**src/rtl/wr_circ_buf_engine.sv**
```systemverilog
// rtl/wr_circ_buf_engine.sv - write-side circular buffer engine: request + data stream to NoC0 stores
`ifndef NOC_DATA_WIDTH
`define NOC_DATA_WIDTH 512
`endif
`ifndef FLOW_ID_W
`define FLOW_ID_W 8
`endif
`ifndef MSG_DATA_SIZE_WIDTH
`define MSG_DATA_SIZE_WIDTH 16
`endif
`ifndef MAC_INTERFACE_W
`define MAC_INTERFACE_W 512
`endif
`ifndef MAC_PADBYTES_W
`define MAC_PADBYTES_W 6
`endif
`ifndef MSG_TYPE_STORE_MEM
`define MSG_TYPE_STORE_MEM 8'd2
`endif
`ifndef MSG_TYPE_STORE_MEM_ACK
`define MSG_TYPE_STORE_MEM_ACK 8'd3
`endif

// Header layout, MSB first: dst_x[8] dst_y[8] src_x[8] src_y[8] msg_type[8]
// msg_len[8] addr[64] data_size[16], remaining bits zero.
module wr_circ_buf_engine #(
  parameter int BUF_PTR_W  = 12,  // log2 of per-flow buffer bytes, must be >= 7
  parameter int SRC_X      = 0,
  parameter int SRC_Y      = 0,
  parameter int DST_DRAM_X = 0,
  parameter int DST_DRAM_Y = 0
) (
  input  logic                              clk,
  input  logic                              rst,
  input  logic                              noc0_wr_buf_val,
  input  logic [`NOC_DATA_WIDTH-1:0]        noc0_wr_buf_data,
  output logic                              wr_buf_noc0_rdy,
  output logic                              wr_buf_noc0_val,
  output logic [`NOC_DATA_WIDTH-1:0]        wr_buf_noc0_data,
  input  logic                              noc0_wr_buf_rdy,
  input  logic                              src_wr_buf_req_val,
  input  logic [`FLOW_ID_W-1:0]             src_wr_buf_req_flowid,
  input  logic [BUF_PTR_W-1:0]              src_wr_buf_req_offset,
  input  logic [`MSG_DATA_SIZE_WIDTH-1:0]   src_wr_buf_req_size,
  output logic                              wr_buf_src_req_rdy,
  input  logic                              src_wr_buf_data_val,
  input  logic [`MAC_INTERFACE_W-1:0]       src_wr_buf_data,
  input  logic                              src_wr_buf_data_last,
  input  logic [`MAC_PADBYTES_W-1:0]        src_wr_buf_data_padbytes,
  output logic                              wr_buf_src_data_rdy,
  output logic                              wr_buf_src_done_val,
  input  logic                              src_wr_buf_done_rdy
);
  localparam int NW = `NOC_DATA_WIDTH;
  localparam int BW = BUF_PTR_W - 5;  // holds up to 2^(BUF_PTR_W-6) beats

  localparam logic [2:0] ST_IDLE     = 3'd0;
  localparam logic [2:0] ST_HDR      = 3'd1;
  localparam logic [2:0] ST_DATA     = 3'd2;
  localparam logic [2:0] ST_WAIT_ACK = 3'd3;
  localparam logic [2:0] ST_DONE     = 3'd4;

  logic [2:0]            state_q, state_d;
  logic [`FLOW_ID_W-1:0] flowid_q, flowid_d;
  logic [BUF_PTR_W-1:0]  offset_q, offset_d;
  logic [BUF_PTR_W:0]    seg0_q, seg0_d;
  logic [BUF_PTR_W:0]    seg1_q, seg1_d;
  logic                  two_segs_q, two_segs_d;
  logic                  seg_idx_q, seg_idx_d;
  logic [BW-1:0]         beats_q, beats_d;
  logic [1:0]            acks_q, acks_d;

  logic [BUF_PTR_W:0]    req_bytes, room_bytes, req_seg0, req_seg1, cur_seg;
  logic [BUF_PTR_W-1:0]  seg_ptr;
  logic [BW-1:0]         msg_len;
  logic [NW-1:0]         hdr_flit;
  logic                  ack_hit;
  logic                  unused_ok;

  // Data-beat control signals and the upper size bits never steer the engine.
  assign unused_ok = ^{src_wr_buf_data_last, src_wr_buf_data_padbytes,
                       noc0_wr_buf_data, src_wr_buf_req_size};

  // Split the request at the buffer end; offset is beat aligned so seg0 is too when it splits.
  always_comb begin
    req_bytes  = src_wr_buf_req_size[BUF_PTR_W:0];
    room_bytes = {1'b1, {BUF_PTR_W{1'b0}}} - {1'b0, src_wr_buf_req_offset};
    req_seg0   = (req_bytes < room_bytes) ? req_bytes : room_bytes;
    req_seg1   = req_bytes - req_seg0;
  end

  // Per-segment header fields; everything derives from latched state so it holds while stalled.
  always_comb begin
    cur_seg = seg_idx_q ? seg1_q : seg0_q;
    seg_ptr = seg_idx_q ? '0 : offset_q;
    msg_len = cur_seg[BUF_PTR_W:6] + BW'(|cur_seg[5:0]);
    hdr_flit = '0;
    hdr_flit[NW-1   -: 8]  = 8'(DST_DRAM_X);
    hdr_flit[NW-9   -: 8]  = 8'(DST_DRAM_Y);
    hdr_flit[NW-17  -: 8]  = 8'(SRC_X);
    hdr_flit[NW-25  -: 8]  = 8'(SRC_Y);
    hdr_flit[NW-33  -: 8]  = `MSG_TYPE_STORE_MEM;
    hdr_flit[NW-41  -: 8]  = 8'(msg_len);
    hdr_flit[NW-49  -: 64] = 64'({flowid_q, seg_ptr});
    hdr_flit[NW-113 -: 16] = 16'(cur_seg);
  end

  // Handshake outputs; the data phase is a direct pass-through of the producer stream.
  always_comb begin
    wr_buf_src_req_rdy  = !rst && (state_q == ST_IDLE);
    wr_buf_src_done_val = !rst && (state_q == ST_DONE);
    wr_buf_noc0_rdy     = !rst && (state_q != ST_IDLE) && (state_q != ST_DONE);
    wr_buf_noc0_val     = !rst && ((state_q == ST_HDR) ||
                                   ((state_q == ST_DATA) && src_wr_buf_data_val));
    wr_buf_src_data_rdy = !rst && (state_q == ST_DATA) && noc0_wr_buf_rdy;
    wr_buf_noc0_data    = (state_q == ST_HDR) ? hdr_flit : src_wr_buf_data;
    ack_hit = wr_buf_noc0_rdy && noc0_wr_buf_val &&
              (noc0_wr_buf_data[NW-33 -: 8] == `MSG_TYPE_STORE_MEM_ACK);
  end

  // Next-state: acks are counted in any busy state so early segment-0 acks are not lost.
  always_comb begin
    state_d    = state_q;
    flowid_d   = flowid_q;
    offset_d   = offset_q;
    seg0_d     = seg0_q;
    seg1_d     = seg1_q;
    two_segs_d = two_segs_q;
    seg_idx_d  = seg_idx_q;
    beats_d    = beats_q;
    acks_d     = acks_q;
    if (ack_hit && (acks_q != 2'd0)) acks_d = acks_q - 2'd1;
    case (state_q)
      ST_IDLE: begin
        if (src_wr_buf_req_val) begin
          flowid_d   = src_wr_buf_req_flowid;
          offset_d   = src_wr_buf_req_offset;
          seg0_d     = req_seg0;
          seg1_d     = req_seg1;
          two_segs_d = (req_seg1 != '0);
          seg_idx_d  = 1'b0;
          if (req_bytes == '0) begin
            // Zero-byte write: no stores, settle one cycle then report completion.
            acks_d  = 2'd0;
            state_d = ST_WAIT_ACK;
          end else begin
            acks_d  = (req_seg1 != '0) ? 2'd2 : 2'd1;
            state_d = ST_HDR;
          end
        end
      end
      ST_HDR: begin
        if (noc0_wr_buf_rdy) begin
          beats_d = msg_len;
          state_d = ST_DATA;
        end
      end
      ST_DATA: begin
        if (src_wr_buf_data_val && noc0_wr_buf_rdy) begin
          beats_d = beats_q - BW'(1);
          if (beats_q == BW'(1)) begin
            if (!seg_idx_q && two_segs_q) begin
              seg_idx_d = 1'b1;
              state_d   = ST_HDR;
            end else begin
              state_d = ST_WAIT_ACK;
            end
          end
        end
      end
      ST_WAIT_ACK: begin
        if (acks_d == 2'd0) state_d = ST_DONE;
      end
      ST_DONE: begin
        if (src_wr_buf_done_rdy) state_d = ST_IDLE;
      end
      default: state_d = ST_IDLE;
    endcase
  end

  // State registers with synchronous reset.
  always_ff @(posedge clk) begin
    if (rst) begin
      state_q    <= ST_IDLE;
      flowid_q   <= '0;
      offset_q   <= '0;
      seg0_q     <= '0;
      seg1_q     <= '0;
      two_segs_q <= 1'b0;
      seg_idx_q  <= 1'b0;
      beats_q    <= '0;
      acks_q     <= '0;
    end else begin
      state_q    <= state_d;
      flowid_q   <= flowid_d;
      offset_q   <= offset_d;
      seg0_q     <= seg0_d;
      seg1_q     <= seg1_d;
      two_segs_q <= two_segs_d;
      seg_idx_q  <= seg_idx_d;
      beats_q    <= beats_d;
      acks_q     <= acks_d;
    end
  end

endmodule

```
**config.mk**
```make
export PLATFORM = sky130hd
export DESIGN_NAME = wr_circ_buf_engine
export DESIGN_NICKNAME = d
export VERILOG_FILES = /design/src/rtl/wr_circ_buf_engine.sv
export SDC_FILE = /design/constraint.sdc
export NUM_CORES = 1
export LEC_CHECK = 0
export ABC_CLOCK_PERIOD_IN_PS = 18360
export CAP_MARGIN = 20
export CORE_AREA = 5 5 623 625
export CTS_CLUSTER_SIZE = 12
export DETAILED_ROUTE_END_ITERATION = 10
export DIE_AREA = 0 0 628 630
export PLACE_DENSITY_LB_ADDON = 0.2
export SYNTH_ARGS = -nofsm -noshare
export SYNTH_HDL_FRONTEND = slang
export SYNTH_SLANG_ARGS = --single-unit
```
**constraint.sdc**
```tcl
create_clock -name clk -period 18.36 [get_ports clk]
set_clock_uncertainty 0.1 [all_clocks]
set_input_delay 5.508 -clock clk [delete_from_list [all_inputs] [get_ports clk]]
set_output_delay 5.508 -clock clk [all_outputs]
set_load 0.02 [all_outputs]
```
==> results.yml <==
cells_and_area:
  layout-drive-gt1-share_pct: 2.47
  final_common_cell: "clkdlybuf4s50_1"
  most-common-layout-cells: "clkdlybuf4s50_1, and2_1, nand2_1"
  final_cells: 7300
  nNetsFinal: 3328
  area_growth_pct: 216
  design_area_um2: 25200
clocking:
  cts_buffers: 9
  post_cts_resized: 0
  worstSkewPairLatency_ns: 0.39
  cts_hold_buf: 0
  root_buffer: "clkbuf_16"
  path_clk_slew_ns: 0.05
  cts_htree_levels: 3
  cts_tree: "built"
  clockBufferDepth: 2
  cts_sinks: 60
  cts_setup_buffers: 0
synthesis:
  ys_ff_latch: 60
  ys.flop_type: "dfxtp_1"
  yosysSeqAreaShare_pct: 15.1
  syn_nets: 2320
  async_reset_ff_share_pct: 0
  syn_area_per_cell_um2: 6.54
  ys_types: 60
  syn_inst: 1218
  synth_edf_count: 0
  syn_area_um2: 7970
  synth_warnings: 0
sta:
  max_slew_margin_pct: 31.8
  hold_viol: 0
  setup_tns_ns: 0
  finalCriticalPeriod_ns: 13.22
  finalSetupViolations: 0
  clock.fmax_mhz: 75.6
  timing.final.max_slew_violations: 0
  rsz0062_at_grt: "no"
  finalCritPeriodShare_pct: 72.0
  tightest_slew_ns: 1.02
  hold-worst-slack_ns: 0.355
detailed_routing:
  drtPass1Iterations: 4
  drt_iter0_drc: 652
  vias: 13226
  via_per_inst: 1.81
  wire_per_inst_um: 26.0
  wirelength_um: 190000
  drc: 0
  postRouteAntennaNets: 0
place:
  dpl_cell_area_um2: 24800
  dpl.hpwl_um: 176000
  dpl.cell_count: 7253
  gp_congestion: 0.959
  port_buffers: 1076
setup_path:
  end_kind: "output port"
  cp_cell_sequence: "clkdlybuf4s50_1 > and2_1 > clkdlybuf4s50_1"
  crit_slowest_cell: "clkdlybuf4s50_1"
  critPathMostFrequentCell: "clkdlybuf4s50_1"
  cp.arrival_ns: 7.62
  critPathTopFamily: "buffers and inverters"
  max_stage_delay_ns: 0.92
  critPathLaunchType: "input port"
  path_class: "input port to output port"
  cp.required_ns: 12.75
  critPathMaxFanout: 1
  worstSetupPathDepth: 3
  critPathBufInv: 2
  reg2reg_depth: 11
  worst-r2r-setup-slack_ns: 15.10
status:
  outcome: "finished, final reports clean"
power:
  ir_worst_vdd_mv: 0.0418
  p_per_area_nw_per_um2: 112
  p_total_mw: 2.82
  p_leak_nw: 7.39
global_routing:
  grt_max_degree: 82
  first_global_vias: 13484
  antenna_found_initial: 131
  use_met1_pct: 11.3
  busiest_layer: "met2"
  grt_overflow_total: 0
  grt_usage_pct: 9.19
  grt_pass1_wl_um: 223000
  grt_use_met3_pct: 2.92
  use_met2_pct: 15.6
die:
  die_y_um: 630
  io-pin-count: 1591
  coreArea_um2: 381000
  initial_core_util_pct: 2.09
  num_rows: 227
  die-area_um2: 396000
  die_w_um: 628
min_path:
  worstHoldPathType: "flop to flop"
  whs_path_depth: 2
job:
  cap_violations: 0
==> state kept, by name, summed over array words and instances (netlist names) <==
name / cells
seg0_q: 13
seg1_q: 13
offset_q: 12
flowid_q: 8
beats_q: 7
state_q: 3
acks_q: 2
seg_idx_q: 1
two_segs_q: 1
==> metal layers <==
layer,share of wire [%],wire length [um]
met2,47,90000
met1,43,81800
met3,7.0,13200
met5,0.078,147
met4,2.3,4370
==> cells by family (layout without fill, tap and decap cells) <==
logic type	after synthesis	in the layout	share of synthesized area (%)
AO/OA/AOI/OAI	167	167	13.3
other	0	33	0
flip-flops	60	60	15.1
adder cells (fa/ha/maj)	28	28	4.49
AND/OR/NAND/NOR	816	816	56.9
buffers and inverters	105	1116	5.12
multiplexers	17	17	2.18
XOR/XNOR	25	25	2.94
==> metrics by stage <==
stage,util (%),setup WS (ns)
finish,6.60,5.14
global route,6.58,5.16
CTS,6.58,5.15
detailed placement,6.50,5.17
global placement,6.50,5.17
floorplan,-,6.36
==> synth_stat cells, types with 3 or more instances <==
master | n | area, um^2
or4_1 | 5 | 37.5
buf_1 | 6 | 22.5
nor3_1 | 15 | 75.1
o31ai_1 | 4 | 30.0
clkbuf_1 | 82 | 308
nand3_1 | 11 | 55.1
xnor2_1 | 12 | 105
mux2_2 | 3 | 33.8
o21a_1 | 4 | 30.0
mux2i_1 | 14 | 140
xor2_1 | 12 | 105
a21oi_1 | 63 | 315
o21ai_0 | 35 | 175
ha_1 | 27 | 338
nand2_1 | 170 | 638
a211oi_1 | 26 | 195
or3_1 | 3 | 18.8
inv_1 | 13 | 48.8
or2_2 | 6 | 37.5
nand3b_1 | 17 | 128
nand2b_1 | 7 | 43.8
a21o_1 | 6 | 45.0
nor2b_1 | 10 | 62.6
and2_1 | 474 | 2970
nor4_1 | 11 | 68.8
nor2_1 | 70 | 263
dfxtp_1 | 60 | 1200
a31oi_1 | 6 | 37.5
nand4_1 | 4 | 25.0
==> worst reg2reg max path, cell delays in order, from the launching register on <==
cell and delay [ns]:
dfxtp_1 0.98, or4_1 0.26, nor4_1 0.06, a21oi_1 0.27, ha_1 0.26, ha_1 0.20
nand2_1 0.10, or3_1 0.39, xnor2_1 0.15, nand2_1 0.09, o21ai_0 0.10, a211oi_1 0.22
==> path summary, 6_finish.rpt <==
path	start	to
setup / recovery	src_wr_buf_data[511]	wr_buf_noc0_data[511]
hold / removal	seg1_q[11]	seg1_q[11]
setup reg to reg	seg_idx_q	beats_q[6]
hold reg to reg	seg1_q[11]	seg1_q[11]
==> final cells by class <==
| cell class | instances | area, um^2 |
|---|---|---|
| flip-flops and latches | 60 | 1200 |
| fillers | 44858 | 356000 |
| clock inverters | 2 | 35.0 |
| well taps | 5038 | 6300 |
| inverters | 13 | 48.8 |
| repair buffers | 1089 | 10900 |
| multi-input cells | 1053 | 6380 |
| diodes | 33 | 82.6 |
| clock buffers | 12 | 256 |
==> power by group <==
part / leakage [nW] / internal (mW) / switching, mW
clock network: 0.145 / 0.111 / 0.0802
logic: 6.75 / 0.856 / 1.58
registers: 0.493 / 0.161 / 0.0257
total: 7.39 / 1.13 / 1.69
Power figures use the tool's default switching activity.
